[config.mk]
export PLATFORM = sky130hd
export DESIGN_NAME = key_encoder
export DESIGN_NICKNAME = d
export VERILOG_FILES = /design/src/rtl/key_encoder_pkg.sv /design/src/rtl/priority_encoder8.sv /design/src/rtl/key_encoder.sv
export SDC_FILE = /design/constraint.sdc
export NUM_CORES = 1
export LEC_CHECK = 0
export CORE_MARGIN = 3
export CORE_UTILIZATION = 50
export CTS_BUF_LIST = sky130_fd_sc_hd__clkbuf_4
export DETAILED_ROUTE_END_ITERATION = 16
export PLACE_DENSITY = 0.89
export SYNTH_ARGS = -nofsm -noshare
export SYNTH_HDL_FRONTEND = slang
export SYNTH_SLANG_ARGS = --single-unit
[constraint.sdc]
create_clock -name clk -period 2 [get_ports clk]
set_clock_uncertainty 0.2 [all_clocks]
set_input_delay 0.2 -clock clk [delete_from_list [all_inputs] [get_ports clk]]
set_output_delay 0.2 -clock clk [all_outputs]
set_load 0.03 [all_outputs]
[src/rtl/key_encoder_pkg.sv]
// Shared constants for the debounced priority key encoder: state encoding,
// counter width and the default debounce length.
package key_encoder_pkg;

  localparam int CNT_W               = 8;
  localparam int DEBOUNCE_CYCLES_DEF = 4;

  localparam logic [1:0] ST_IDLE     = 2'd0;
  localparam logic [1:0] ST_DEBOUNCE = 2'd1;
  localparam logic [1:0] ST_VALID    = 2'd2;
  localparam logic [1:0] ST_RELEASE  = 2'd3;

endpackage

[src/rtl/priority_encoder8.sv]
// 8-to-3 priority encoder; the highest set bit wins. The code reads 0 when no
// bit is set, and o_any flags whether the code means anything.
module priority_encoder8 (
  input  logic [7:0] i_d,
  output logic [2:0] o_code,
  output logic       o_any
);

  always_comb begin
    o_code = 3'd0;
    for (int i = 0; i < 8; i++) begin
      if (i_d[i]) o_code = 3'(i);
    end
  end

  assign o_any = |i_d;

endmodule

[src/rtl/key_encoder.sv]
// Debounced priority key encoder: a key code is reported only after it has
// been stable for DEBOUNCE_CYCLES edges, and re-arms only after a debounced release.
module key_encoder
  import key_encoder_pkg::*;
#(
  parameter int DEBOUNCE_CYCLES = DEBOUNCE_CYCLES_DEF
) (
  input  logic       clk,
  input  logic       reset,
  input  logic       e,
  input  logic [7:0] d,
  input  logic       ack,
  output logic       a,
  output logic       b,
  output logic       c,
  output logic       valid,
  output logic       busy
);

  localparam logic [CNT_W-1:0] CNT_LAST = CNT_W'(DEBOUNCE_CYCLES - 1);
  localparam logic [CNT_W-1:0] CNT_ONE  = CNT_W'(1);

  logic [1:0]       r_state;
  logic [CNT_W-1:0] r_cnt;
  logic [2:0]       r_cap;
  logic [2:0]       r_code;
  logic             r_valid;
  logic             r_busy;

  logic [2:0]       w_code;
  logic             w_any;

  priority_encoder8 u_penc (
    .i_d    (d),
    .o_code (w_code),
    .o_any  (w_any)
  );

  // busy is registered alongside the state, so every branch that returns to
  // IDLE also drops it; the counter is cleared on every state entry.
  always_ff @(posedge clk) begin
    if (reset) begin
      r_state <= ST_IDLE;
      r_cnt   <= '0;
      r_cap   <= '0;
      r_code  <= '0;
      r_valid <= 1'b0;
      r_busy  <= 1'b0;
    end else begin
      case (r_state)
        ST_IDLE: begin
          if (e && w_any) begin
            r_cap   <= w_code;
            r_cnt   <= '0;
            r_state <= ST_DEBOUNCE;
            r_busy  <= 1'b1;
          end
        end
        ST_DEBOUNCE: begin
          if (!e || !w_any || (w_code != r_cap)) begin
            r_cnt   <= '0;
            r_state <= ST_IDLE;
            r_busy  <= 1'b0;
          end else if (r_cnt == CNT_LAST) begin
            r_code  <= r_cap;
            r_valid <= 1'b1;
            r_cnt   <= '0;
            r_state <= ST_VALID;
          end else begin
            r_cnt <= r_cnt + CNT_ONE;
          end
        end
        ST_VALID: begin
          // Disable wins over acknowledge on the same edge.
          if (!e) begin
            r_valid <= 1'b0;
            r_cnt   <= '0;
            r_state <= ST_IDLE;
            r_busy  <= 1'b0;
          end else if (ack) begin
            r_valid <= 1'b0;
            r_cnt   <= '0;
            r_state <= ST_RELEASE;
          end
        end
        ST_RELEASE: begin
          if (!e) begin
            r_cnt   <= '0;
            r_state <= ST_IDLE;
            r_busy  <= 1'b0;
          end else if (w_any) begin
            r_cnt <= '0;
          end else if (r_cnt == CNT_LAST) begin
            r_cnt   <= '0;
            r_state <= ST_IDLE;
            r_busy  <= 1'b0;
          end else begin
            r_cnt <= r_cnt + CNT_ONE;
          end
        end
        default: begin
          r_cnt   <= '0;
          r_valid <= 1'b0;
          r_state <= ST_IDLE;
          r_busy  <= 1'b0;
        end
      endcase
    end
  end

  assign a     = r_code[2];
  assign b     = r_code[1];
  assign c     = r_code[0];
  assign valid = r_valid;
  assign busy  = r_busy;

endmodule

# Word-level counts from Yosys, hierarchy flattened
# Index checks and enable logic that the tools add are counted.
# word_totals
register_bits	18
latchBits	0
ramBits	0
mem_bits_ro	0
inputBits	12
out_inout_bits	5
wordCells	72
mem_count	0
# classes
n_addsub	1
multipliers	0
div_mod_pow	0
magnitude_cmp	0
eq_ne	14
n_shift	0
n_mux	36
n_bitwise	1
reduce_logical	14
# op_table
cell	n
$mux W8	7
$pmux W8 S4	1
$mux W2	10
$mux W3	4
$ne A3 B3 Y1 const B	4
$mux W1	11
$ne A2 B2 Y1 const B	5
$reduce_and A5 Y1	2
$add A8 B1 Y8 const B	1
$eq A8 B2 Y1 const B	1
$pmux W2 S4	1
$reduce_or A8 Y1	1
$eq A2 B2 Y1 const B	2
$pmux W1 S4	1
$reduce_and A2 Y1	2
$reduce_and A4 Y1	1
$ne A3 B3 Y1	1
$reduce_and A3 Y1	1
$eq A2 B1 Y1 const B	1
$logic_not A1 Y1	2
$logic_not A2 Y1	1
$logic_or A1 B1 Y1	2
$pmux W1 S2	1
$reduce_bool A2 Y1	1
2 further kinds	2

# Logic depth before layout (Yosys ltp)
# Gate-level depths: netlist of the first run.
# logic_depth
ltp_word	11
depth_mapped	8
ltp_nobuf	7

# Cells and area by module
# Synthesis of the first run repeated with hierarchy kept, for this count alone.
# hier_totals
cells_unflattened	112
area_unflattened_um2	939.7
# by_module_without_submodules
module	instances	cells_each	area_per_inst_um2	seq_area_each_um2
key_encoder	1	100	873.3	360.3
priority_encoder8	1	12	66.3	0.0

# Least setup slack after synthesis of the first run
# OpenSTA, ideal clock, no wires.
# synth_path
kind	register -> register
startpoint	reg r_cnt[0] (netlist name)
endpoint	reg r_cap[2]
setup_ps	86
arrival_time_ps	1758
required_time_ps	1714
path_slack_ps	-44
path_stages_with_launch	9
path_buffers	1
period_less_slack_ps	2044
path_cell_list	dfxtp_1 ha_1 nor4b_2 nand4_1 o211ai_1 and2_1 buf_2 nor2_1 a211oi_1
# synth_lines
item	line	rtl
end signal: assignment	key_encoder.sv:53	r_cap <= w_code;
end: declaration	key_encoder.sv:25	logic [2:0] r_cap;

# Worst setup path in the final report of the first run
# layout_path
startpoint	in d[6]
endpoint	reg r_cnt[7]
# layout_between
elab_chain_len	6
elab_cells_between_ends	14
classes_between	eq/ne: 2; mux: 6; reduce/logical: 6
# layout_rtl
item	line	rtl
start: declaration	key_encoder.sv:11	input logic [7:0] d,
$mux W3 or $reduce_or A8 Y1 (tied branches)	priority_encoder8.sv:12, priority_encoder8.sv:16	
$mux W3 or $logic_not A1 Y1 (tied branches)	priority_encoder8.sv:12, key_encoder.sv:60	
$ne A3 B3 Y1 or $logic_or A1 B1 Y1 (tied branches)	key_encoder.sv:60	if (!e || !w_any || (w_code != r_cap)) begin
$logic_or A1 B1 Y1	key_encoder.sv:60	
$mux W8	key_encoder.sv:60	
$pmux W8 S4	key_encoder.sv:50	case (r_state)
end signal: assignment	key_encoder.sv:70	r_cnt <= r_cnt + CNT_ONE;
end signal: assignment	key_encoder.sv:98	r_cnt <= r_cnt + CNT_ONE;
end: declaration	key_encoder.sv:24	logic [CNT_W-1:0] r_cnt;
# Parallel ways exist; a longest one is shown, timed or not.
# A chain may end at the register's enable or synchronous reset.

==> results of run 1 <==
[what timing repair did]
action,4_1_cts,5_1_grt
pin swaps,9,19
setup buffers,5,5
resized for setup,27,27
endpoints found under the setup margin,18,14
gates cloned,1,0
[sequential cells by signal, indices dropped and copies added (netlist names)]
register  flops
r_code        3
r_cap         3
valid         1
r_state       2
busy          1
r_cnt         8
[critical path: stages]
cell	delay, ns
dlygate4sd2_1	0.28
nor4_4	0.41
and2b_1	0.22
o21ai_2	0.09
a211oi_4	0.29
bufbuf_16	0.32
o2111ai_1	0.13
o31ai_1	0.09
[layout make-up]
class | instances | area, um2 | share of cell area (%)
repair buffers | 43 | 374 | 21.9
flip-flops and latches | 18 | 369 | 21.6
clock buffers | 3 | 22.5 | 1.32
multi-input cells | 99 | 858 | 50.3
inverters | 13 | 48.8 | 2.86
well taps | 27 | 33.8 | 1.98
[final timing paths]
| kind | to | depth (start not counted) | slack, ns | from |
|---|---|---|---|---|
| max reg2reg | r_cnt[7]$_SDFFE_PP0P_ | 7 | 0.01 | r_state[0]$_SDFFE_PP0P_ |
| min | r_state[1]$_SDFFE_PP0P_ | 4 | 0.27 | e |
| max | r_cnt[7]$_SDFFE_PP0P_ | 8 | -0.007 | d[6] |
| min reg2reg | valid$_SDFFE_PP0P_ | 2 | 0.29 | valid$_SDFFE_PP0P_ |
[cells in the final DEF, fill, tap and decap left out, drive strengths merged, types with 3 or more instances in the layout]
cell | netlist | routed
a211oi | 3 | 3
a221oi | 7 | 7
nor2 | 14 | 14
nand2 | 8 | 8
dlygate4sd2 | 0 | 6
and3 | 4 | 4
nor3 | 4 | 4
clkbuf | 3 | 5
inv | 13 | 13
o21ai | 9 | 9
clkdlybuf4s50 | 0 | 8
dfxtp | 18 | 18
buf | 2 | 26
o31ai | 7 | 7
o2111ai | 5 | 5
mux2i | 3 | 3
nand2b | 8 | 8
nand3 | 6 | 6
[per-stage QoR]
step | power, mW | instances | cell area [um2] | setup TNS (ns)
final | 0.889 | 203 | 1710 | -0.0104
after CTS | 0.831 | 200 | 1620 | 0
after floorplan | 0.535 | 135 | 1140 | 0
after global placement | 0.609 | 191 | 1460 | -6.07
after global routing | 0.924 | 203 | 1710 | -0.959
after detailed placement | 0.621 | 191 | 1460 | -8.26
[routing by layer]
layer | GRT usage [%] | vias up
met5 | 0 | -
met4 | 15.3 | 0
met3 | 3.88 | 17
met2 | 49.6 | 69
met1 | 33.1 | 608
li1 | - | 588
[kinds of logic (layout without fill, tap and decap cells)]
| group | Yosys count | in the layout |
|---|---|---|
| AO/OA/AOI/OAI | 40 | 40 |
| multiplexers | 3 | 3 |
| adder cells (fa/ha/maj) | 1 | 1 |
| flip-flops | 18 | 18 |
| buffers and inverters | 18 | 59 |
| AND/OR/NAND/NOR | 54 | 54 |
| XOR/XNOR | 1 | 1 |
[report_power, final]
part / switching [mW] / internal [mW]
sequential: 0.0252 / 0.380
combinational: 0.162 / 0.133
clock: 0.119 / 0.0705
total: 0.306 / 0.583
==> results.json, run 1 <==
{
  "status": "complete, but fails checks",
  "failed_checks": "negative setup slack",
  "routed-wl-met2_mm": 1.96,
  "rsz0062_at_grt": "true",
  "port_buffers": 16,
  "crit_arrival_ns": 2.03,
  "row_count": 16,
  "fin_crit_ns": 2.01,
  "synth-main-ff-cell": "dfxtp_1",
  "start_kind": "primary input",
  "synth.yosys.seq_area_share_pct": 31.8,
  "fin_nets": 191,
  "syn_avg_cell_area_um2": 8.39,
  "fin_hold_ws_ns": 0.269,
  "yosysMostFrequentCell": "dfxtp_1",
  "power.density_nw_per_um2": 521,
  "cts_buffer_depth": 2,
  "dpl.hpwl_mm": 2.18,
  "grt_max_degree": 17,
  "drtPass1Iterations": 4,
  "die_area_um2": 2870,
  "via_per_inst": 6.32,
  "grt_usage_pct": 28.3,
  "synthSimpleGateAreaFrac_pct": 27.4,
  "avgRoutedWirePerCell_um": 19.1,
  "drtIter0Drc": 80,
  "drv_cap": 0,
  "synth_top_area_cell": "dfxtp_1",
  "ys_types": 43,
  "synth.area.mux_share_pct": 2.65,
  "max_slew.worst_pin.slew_ns": 0.366,
  "synth_xor_area_share_pct": 0.773,
  "yosys.area_share.adder_pct": 1.10,
  "synth_top_family_by_area": "compound AO/OA/AOI/OAI gates",
  "drive_above_1_share_pct": 41.5,
  "io_pins": 17,
  "worst_slack_ns": -0.00662,
  "die_h_um": 53.6,
  "cts-root-buf": "clkbuf_4",
  "grt-ovfl-total": 0,
  "met3WireLength_um": 211,
  "final_hold_viol_count": 0,
  "yosysWarnings": 0,
  "fin_crit_sh_pct": 100,
  "hp-class": "primary input to flop",
  "start_util_pct": 55.5,
  "die_w_um": 53.6,
  "irDropWorstVdd_mv": 0.632,
  "first_global_vias": 1290,
  "drc": 0,
  "highest_layer": "met4",
  "maxSlewViolCount": 0,
  "worstSetupPathType": "primary input to flop",
  "antenna_found_initial": 0,
  "syn2layout_area_growth_pct": 50.7,
  "clkLatencyLatePin_ns": 0.30,
  "required_ns": 2.03,
  "synth_area_um2": 1130,
  "fmax_mhz": 498,
  "cp-end-kind": "flop",
  "h-tree-depth": 1,
  "cts_tree": "built",
  "synth_compound_area_share_pct": 29.5,
  "m1WireLength_mm": 1.55,
  "dp_slack_ns": -0.528,
  "clock_sinks": 18,
  "netlist.area_leader.share_pct": 31.8,
  "fillers": 112,
  "synth_commonest_cells": "18 x dfxtp_1, 13 x inv_1, 13 x nor2_1",
  "async_reset_ff_share_pct": 0,
  "synth.net_count": 148,
  "synthCells": 135,
  "cts.clk_slew.worst_paths_ns": 0.10,
  "cp_max_fo": 7,
  "setup_viol": 2,
  "fin_util_pct": 83.6,
  "antennaDiodeCount": 0,
  "route.vias.total": 1282,
  "ant_nets": 0,
  "ys_ff_latch": 18,
  "numCtsBuffers": 3,
  "gp_congestion": 0.909,
  "grt_pass1_wl_mm": 5.87,
  "synth_edf_count": 0,
  "postCtsHoldBufs": 0,
  "synth.area.top_cells": "dfxtp_1 32%, nand2b_1 4.4%, inv_1 4.3%, nor2_1 4.3%, o31ai_1 4.0%",
  "core-area_um2": 2040,
  "wl_mm": 3.89,
  "p_leak_nw": 0.636,
  "relSlewSlack_pct": 75.4
}
No activity file was read; power rests on OpenSTA's default activity.
==> run 2: changes to the inputs <==
- CORE_MARGIN: 3 -> not set
==> results.json, run 2 (synthesis gave the netlist of run 1 again) <==
{
  "drtIter0Drc": 64,
  "fmax_mhz": 485,
  "start_util_pct": 55.5,
  "power_frac_seq_pct": 45.3,
  "cts_buffer_depth": 2,
  "syn2layout_area_growth_pct": 45.9,
  "grt_max_degree": 18,
  "setup_viol": 4,
  "numCtsBuffers": 3,
  "die_h_um": 49.6,
  "place_inst": 193,
  "cts.clk_slew.worst_paths_ns": 0.11,
  "pwr-share-clk_pct": 20.8,
  "stdcell_count": 201,
  "drv_cap": 0,
  "die_w_um": 49.6,
  "cts-root-buf": "clkbuf_4",
  "fillers": 126,
  "failed_checks": "negative setup slack",
  "fin_crit_sh_pct": 103,
  "slowest_delay_ns": 0.42,
  "dpl.hpwl_mm": 2.24,
  "crit_chain": "dlygate4sd2_1, nor4_4, buf_4, nand4_1, o211ai_1, and2_4, inv_2, a21oi_2",
  "power_switching_mw": 0.314,
  "swShare_pct": 34.9,
  "die_area_um2": 2460,
  "final_hold_viol_count": 0,
  "grt_use_met2_pct": 52.9,
  "crit_arrival_ns": 2.10,
  "cp-end-kind": "flop",
  "postCtsHoldBufs": 0,
  "p_comb_share_pct": 33.8,
  "irDropWorstVdd_mv": 0.499,
  "cts_tree": "built",
  "crit_family": "simple AND/OR/NAND/NOR gates",
  "drtPass1Iterations": 6,
  "gp_congestion": 0.859,
  "drc": 0,
  "cp_max_fo": 6,
  "clock_sinks": 18,
  "fin_setup_tns_ns": -0.191,
  "relSlewSlack_pct": 75.3,
  "drive_above_1_share_pct": 41.4,
  "core-area_um2": 2040,
  "worstSetupPathType": "primary input to flop",
  "status": "complete, but fails checks",
  "top_register": "r_cnt",
  "h-tree-depth": 1,
  "fin_crit_ns": 2.06,
  "hp-class": "primary input to flop",
  "largest_register_ffs": 8,
  "antennaDiodeCount": 0,
  "worst_slack_ns": -0.0623,
  "fin_util_pct": 80.9,
  "grt-ovfl-total": 0,
  "required_ns": 2.04,
  "mostFrequentLayoutCell": "buf_4",
  "maxSlewViolCount": 0,
  "io_pins": 17,
  "wl_mm": 4.11,
  "via_per_inst": 6.74,
  "grt_pass1_wl_mm": 5.42,
  "reg_top3": "r_cnt: 8 flops, r_cap: 3 flops, r_code: 3 flops",
  "first_global_vias": 1213,
  "rsz0062_at_grt": "true",
  "avgRoutedWirePerCell_um": 20.5,
  "dp_slack_ns": -0.541,
  "start_kind": "primary input",
  "antenna_found_initial": 0,
  "grt_usage_pct": 28.9,
  "route.vias.total": 1355,
  "fin_nets": 189,
  "p_leak_nw": 0.625,
  "final_cell_mix": "22 x buf_4, 12 x dfxtp_1, 10 x inv_1",
  "ant_nets": 0,
  "power.density_nw_per_um2": 544,
  "max_slew.worst_pin.slew_ns": 0.368,
  "port_buffers": 16,
  "top_usage_layer": "met2",
  "row_count": 16,
  "clkLatencyLatePin_ns": 0.30,
  "cpMaxStageDelayCell": "nor4_4",
  "use_met3_pct": 4.63,
  "cp_num_buf_inv": 3,
  "grt_use_met1_pct": 31.5,
  "fin_hold_ws_ns": 0.282,
  "intPower_mw": 0.584
}
-- run 2: changes by cell type in the layout (fill, tap and decap cells not counted), sizes merged --
cell	before	now
buf	26	25
bufbuf	1	0
clkbuf	5	4
clkdlybuf4s50	8	9
dlygate4sd2	6	5
dlymetal6s2s	0	1
-- run 2: timing repair --
action	in CTS	in global routing
gates resized for setup	18	33
endpoints found under the setup margin	18	18
gates cloned	0	0
pin swaps	8	16
buffers inserted	2	3
-- run 2: tightest hold or removal path, cell delays in order --
cell	delay [ns]
clkbuf_2	0.17
o31ai_2	0.10
buf_4	0.13
nand3b_1	0.09
o21ai_2	0.05
-- run 2: through the flow --
step / cell area [um2] / total power [mW]
6_report: 1650 / 0.898
5_1_grt: 1650 / 0.928
3_3_place_gp: 1460 / 0.606
2_1_floorplan: 1140 / 0.535
3_5_place_dp: 1460 / 0.619
4_1_cts: 1540 / 0.822
-- run 2: worst paths after layout --
kind                            slack, ns                      to  cells after the start                   start
worst max-delay path                -0.06       busy$_SDFFE_PP0P_                      8                    d[7]
worst min-delay path                 0.28   r_cap[1]$_SDFFE_PP0P_                      5                    d[5]
worst min register to register       0.30  r_code[2]$_SDFFE_PP0P_                      2  r_code[2]$_SDFFE_PP0P_
worst max register to register      -0.06       busy$_SDFFE_PP0P_                      7   r_cnt[1]$_SDFFE_PP0P_
-- run 2: layout make-up --
cell class / count / area [um2] / share of cell area (%)
Multi-Input combinational cell: 99 / 823 / 49.8
Sequential cell: 18 / 370 / 22.4
Timing Repair Buffer: 41 / 350 / 21.2
Inverter: 13 / 51.3 / 3.11
Tap cell: 27 / 33.8 / 2.05
Clock buffer: 3 / 22.5 / 1.36
-- run 2: power by group through the flow --
stage               Sequential, mW  Combinational (mW)  Clock, mW
floorplan                    0.409               0.126          0
global placement             0.402               0.204          0
detailed placement           0.404               0.215          0
finish                       0.407               0.304      0.187
global route                 0.408               0.321      0.199
CTS                          0.399               0.236      0.188
-- run 2: routing by layer --
metal / up-vias / part of all wire, %
li1: 580 / -
met1: 661 / 38
met2: 82 / 50
met3: 32 / 6.3
met4: 0 / 5.6
met5: - / 0
==> run 3: changes to the inputs <==
--- a/config.mk
+++ b/config.mk
@@ -9,4 +9,5 @@
 export CTS_BUF_LIST = sky130_fd_sc_hd__clkbuf_4
 export DETAILED_ROUTE_END_ITERATION = 16
+export GPL_TIMING_DRIVEN = 0
 export PLACE_DENSITY = 0.89
 export SYNTH_ARGS = -nofsm -noshare
==> constraint.sdc (replaced) <==
create_clock -name clk -period 2 [get_ports clk]
set_clock_uncertainty 0.2 [all_clocks]
set_input_delay 0.3 -clock clk [delete_from_list [all_inputs] [get_ports clk]]
set_output_delay 0.3 -clock clk [all_outputs]
set_load 0.03 [all_outputs]
==> results.json, run 3 (synthesis gave the netlist of run 1 again) <==
{
  "top_register": "r_cnt",
  "avgRoutedWirePerCell_um": 22.5,
  "fin_util_pct": 82.5,
  "grt_use_met2_pct": 57.9,
  "grt_max_degree": 11,
  "cts.clk_slew.worst_paths_ns": 0.11,
  "max_slew.worst_pin.slew_ns": 0.659,
  "grt_pass1_wl_mm": 5.83,
  "first_global_vias": 1305,
  "ant_nets": 0,
  "grt_usage_pct": 31.4,
  "relSlewSlack_pct": 56.1,
  "stdcell_count": 199,
  "irDropWorstVdd_mv": 0.505,
  "reg_top3": "r_cnt: 8 flops, r_cap: 3 flops, r_code: 3 flops",
  "drtIter0Drc": 71,
  "fillers": 107,
  "cts_tree": "built",
  "status": "complete, but fails checks",
  "p_leak_nw": 0.611,
  "dp_slack_ns": -0.792,
  "clkLatencyLatePin_ns": 0.31,
  "crit_arrival_ns": 2.12,
  "wl_mm": 4.48,
  "setup_viol": 9,
  "dpl.hpwl_mm": 2.16,
  "power.density_nw_per_um2": 533,
  "die_area_um2": 2460,
  "hp-start": "e",
  "drv_cap": 0,
  "die_w_um": 49.6,
  "start_kind": "primary input",
  "cp-end-kind": "flop",
  "start_util_pct": 55.5,
  "maxSlewViolCount": 0,
  "cts-root-buf": "clkbuf_4",
  "place_inst": 178,
  "h-tree-depth": 1,
  "drc": 0,
  "antenna_found_initial": 0,
  "core-area_um2": 2040,
  "worst_slack_ns": -0.0995,
  "use_met3_pct": 3.70,
  "failed_checks": "negative setup slack",
  "hp-class": "primary input to flop",
  "final_cell_mix": "15 x buf_4, 12 x dfxtp_1, 11 x inv_1",
  "io_pins": 17,
  "grt_use_met1_pct": 32.3,
  "grt-ovfl-total": 0,
  "worstSetupStartpoint": "d[4]",
  "drive_above_1_share_pct": 42.4,
  "route.vias.total": 1344,
  "cp_max_fo": 5,
  "fin_nets": 186,
  "die_h_um": 49.6,
  "worstSetupPathType": "primary input to flop",
  "cts_buffer_depth": 2,
  "fin_crit_sh_pct": 105,
  "row_count": 16,
  "clock_sinks": 18,
  "r2r_start": "r_cnt[1]$_SDFFE_PP0P_",
  "top_usage_layer": "met2",
  "largest_register_ffs": 8,
  "final_hold_viol_count": 0,
  "fin_crit_ns": 2.10,
  "finalPower_mw": 0.898,
  "numCtsBuffers": 3,
  "syn2layout_area_growth_pct": 48.8,
  "mostFrequentLayoutCell": "buf_4",
  "via_per_inst": 6.75,
  "drtPass1Iterations": 4,
  "required_ns": 2.02,
  "gp_congestion": 0.902,
  "rsz0062_at_grt": "true",
  "port_buffers": 16,
  "fin_setup_tns_ns": -0.379,
  "fmax_mhz": 476,
  "antennaDiodeCount": 0
}
## run 3: where the power goes
group          total, mW  switching [mW]  internal (mW)
registers          0.408          0.0275          0.381
logic              0.291           0.166          0.124
clock network      0.200           0.127         0.0730
total              0.898           0.320          0.578
## run 3: layout make-up
type / count / area, um2 / area share, %
multi-input combinational: 99 / 893 / 53.0
sequential: 18 / 375 / 22.3
timing repair buffer: 34 / 278 / 16.5
inverter: 13 / 48.8 / 2.90
tap: 27 / 33.8 / 2.00
buffer: 4 / 30.0 / 1.78
clock buffer: 3 / 22.5 / 1.34
clock inverter: 1 / 3.75 / 0.223
## run 3: worst max-delay path, cell delays in order
cell      delay [ns]
buf_6           0.11
nor4_4          0.46
and2b_1         0.22
o21ai_2         0.08
a211oi_4        0.34
buf_6           0.17
buf_6           0.13
o21ai_4         0.07
o31ai_2         0.24
## run 3: final timing paths
path	slack, ns	cells after the start	end
max	-0.1	9	r_cnt[2]$_SDFFE_PP0P_
min	0.13	3	r_state[1]$_SDFFE_PP0P_
max reg2reg	-0.07	8	r_cap[2]$_SDFFE_PP0P_
min reg2reg	0.30	2	r_code[2]$_SDFFE_PP0P_
## run 3: per-layer routing
| layer | part of all wire [%] | vias to the layer above | wire (um) |
|---|---|---|---|
| met1 | 36 | 633 | 1620 |
| met3 | 9.0 | 29 | 402 |
| met4 | 6.4 | 0 | 285 |
| li1 | - | 574 | - |
| met2 | 48 | 108 | 2170 |
| met5 | 0 | - | 0 |
## run 3: what timing repair did
action | in CTS | in global routing
endpoints found under the setup margin | 18 | 16
gates cloned | 0 | 1
pin swaps | 15 | 14
gates resized for setup | 56 | 29
setup buffers | 8 | 9
hold buffers | 0 | 0
## run 3: through the flow
| step | cell area (um2) | hold slack, ns |
|---|---|---|
| floorplan | 1140 | 0.252 |
| global placement | 1340 | 0.262 |
| detailed placement | 1340 | 0.268 |
| CTS | 1550 | 0.150 |
| global route | 1690 | 0.137 |
| finish | 1690 | 0.125 |
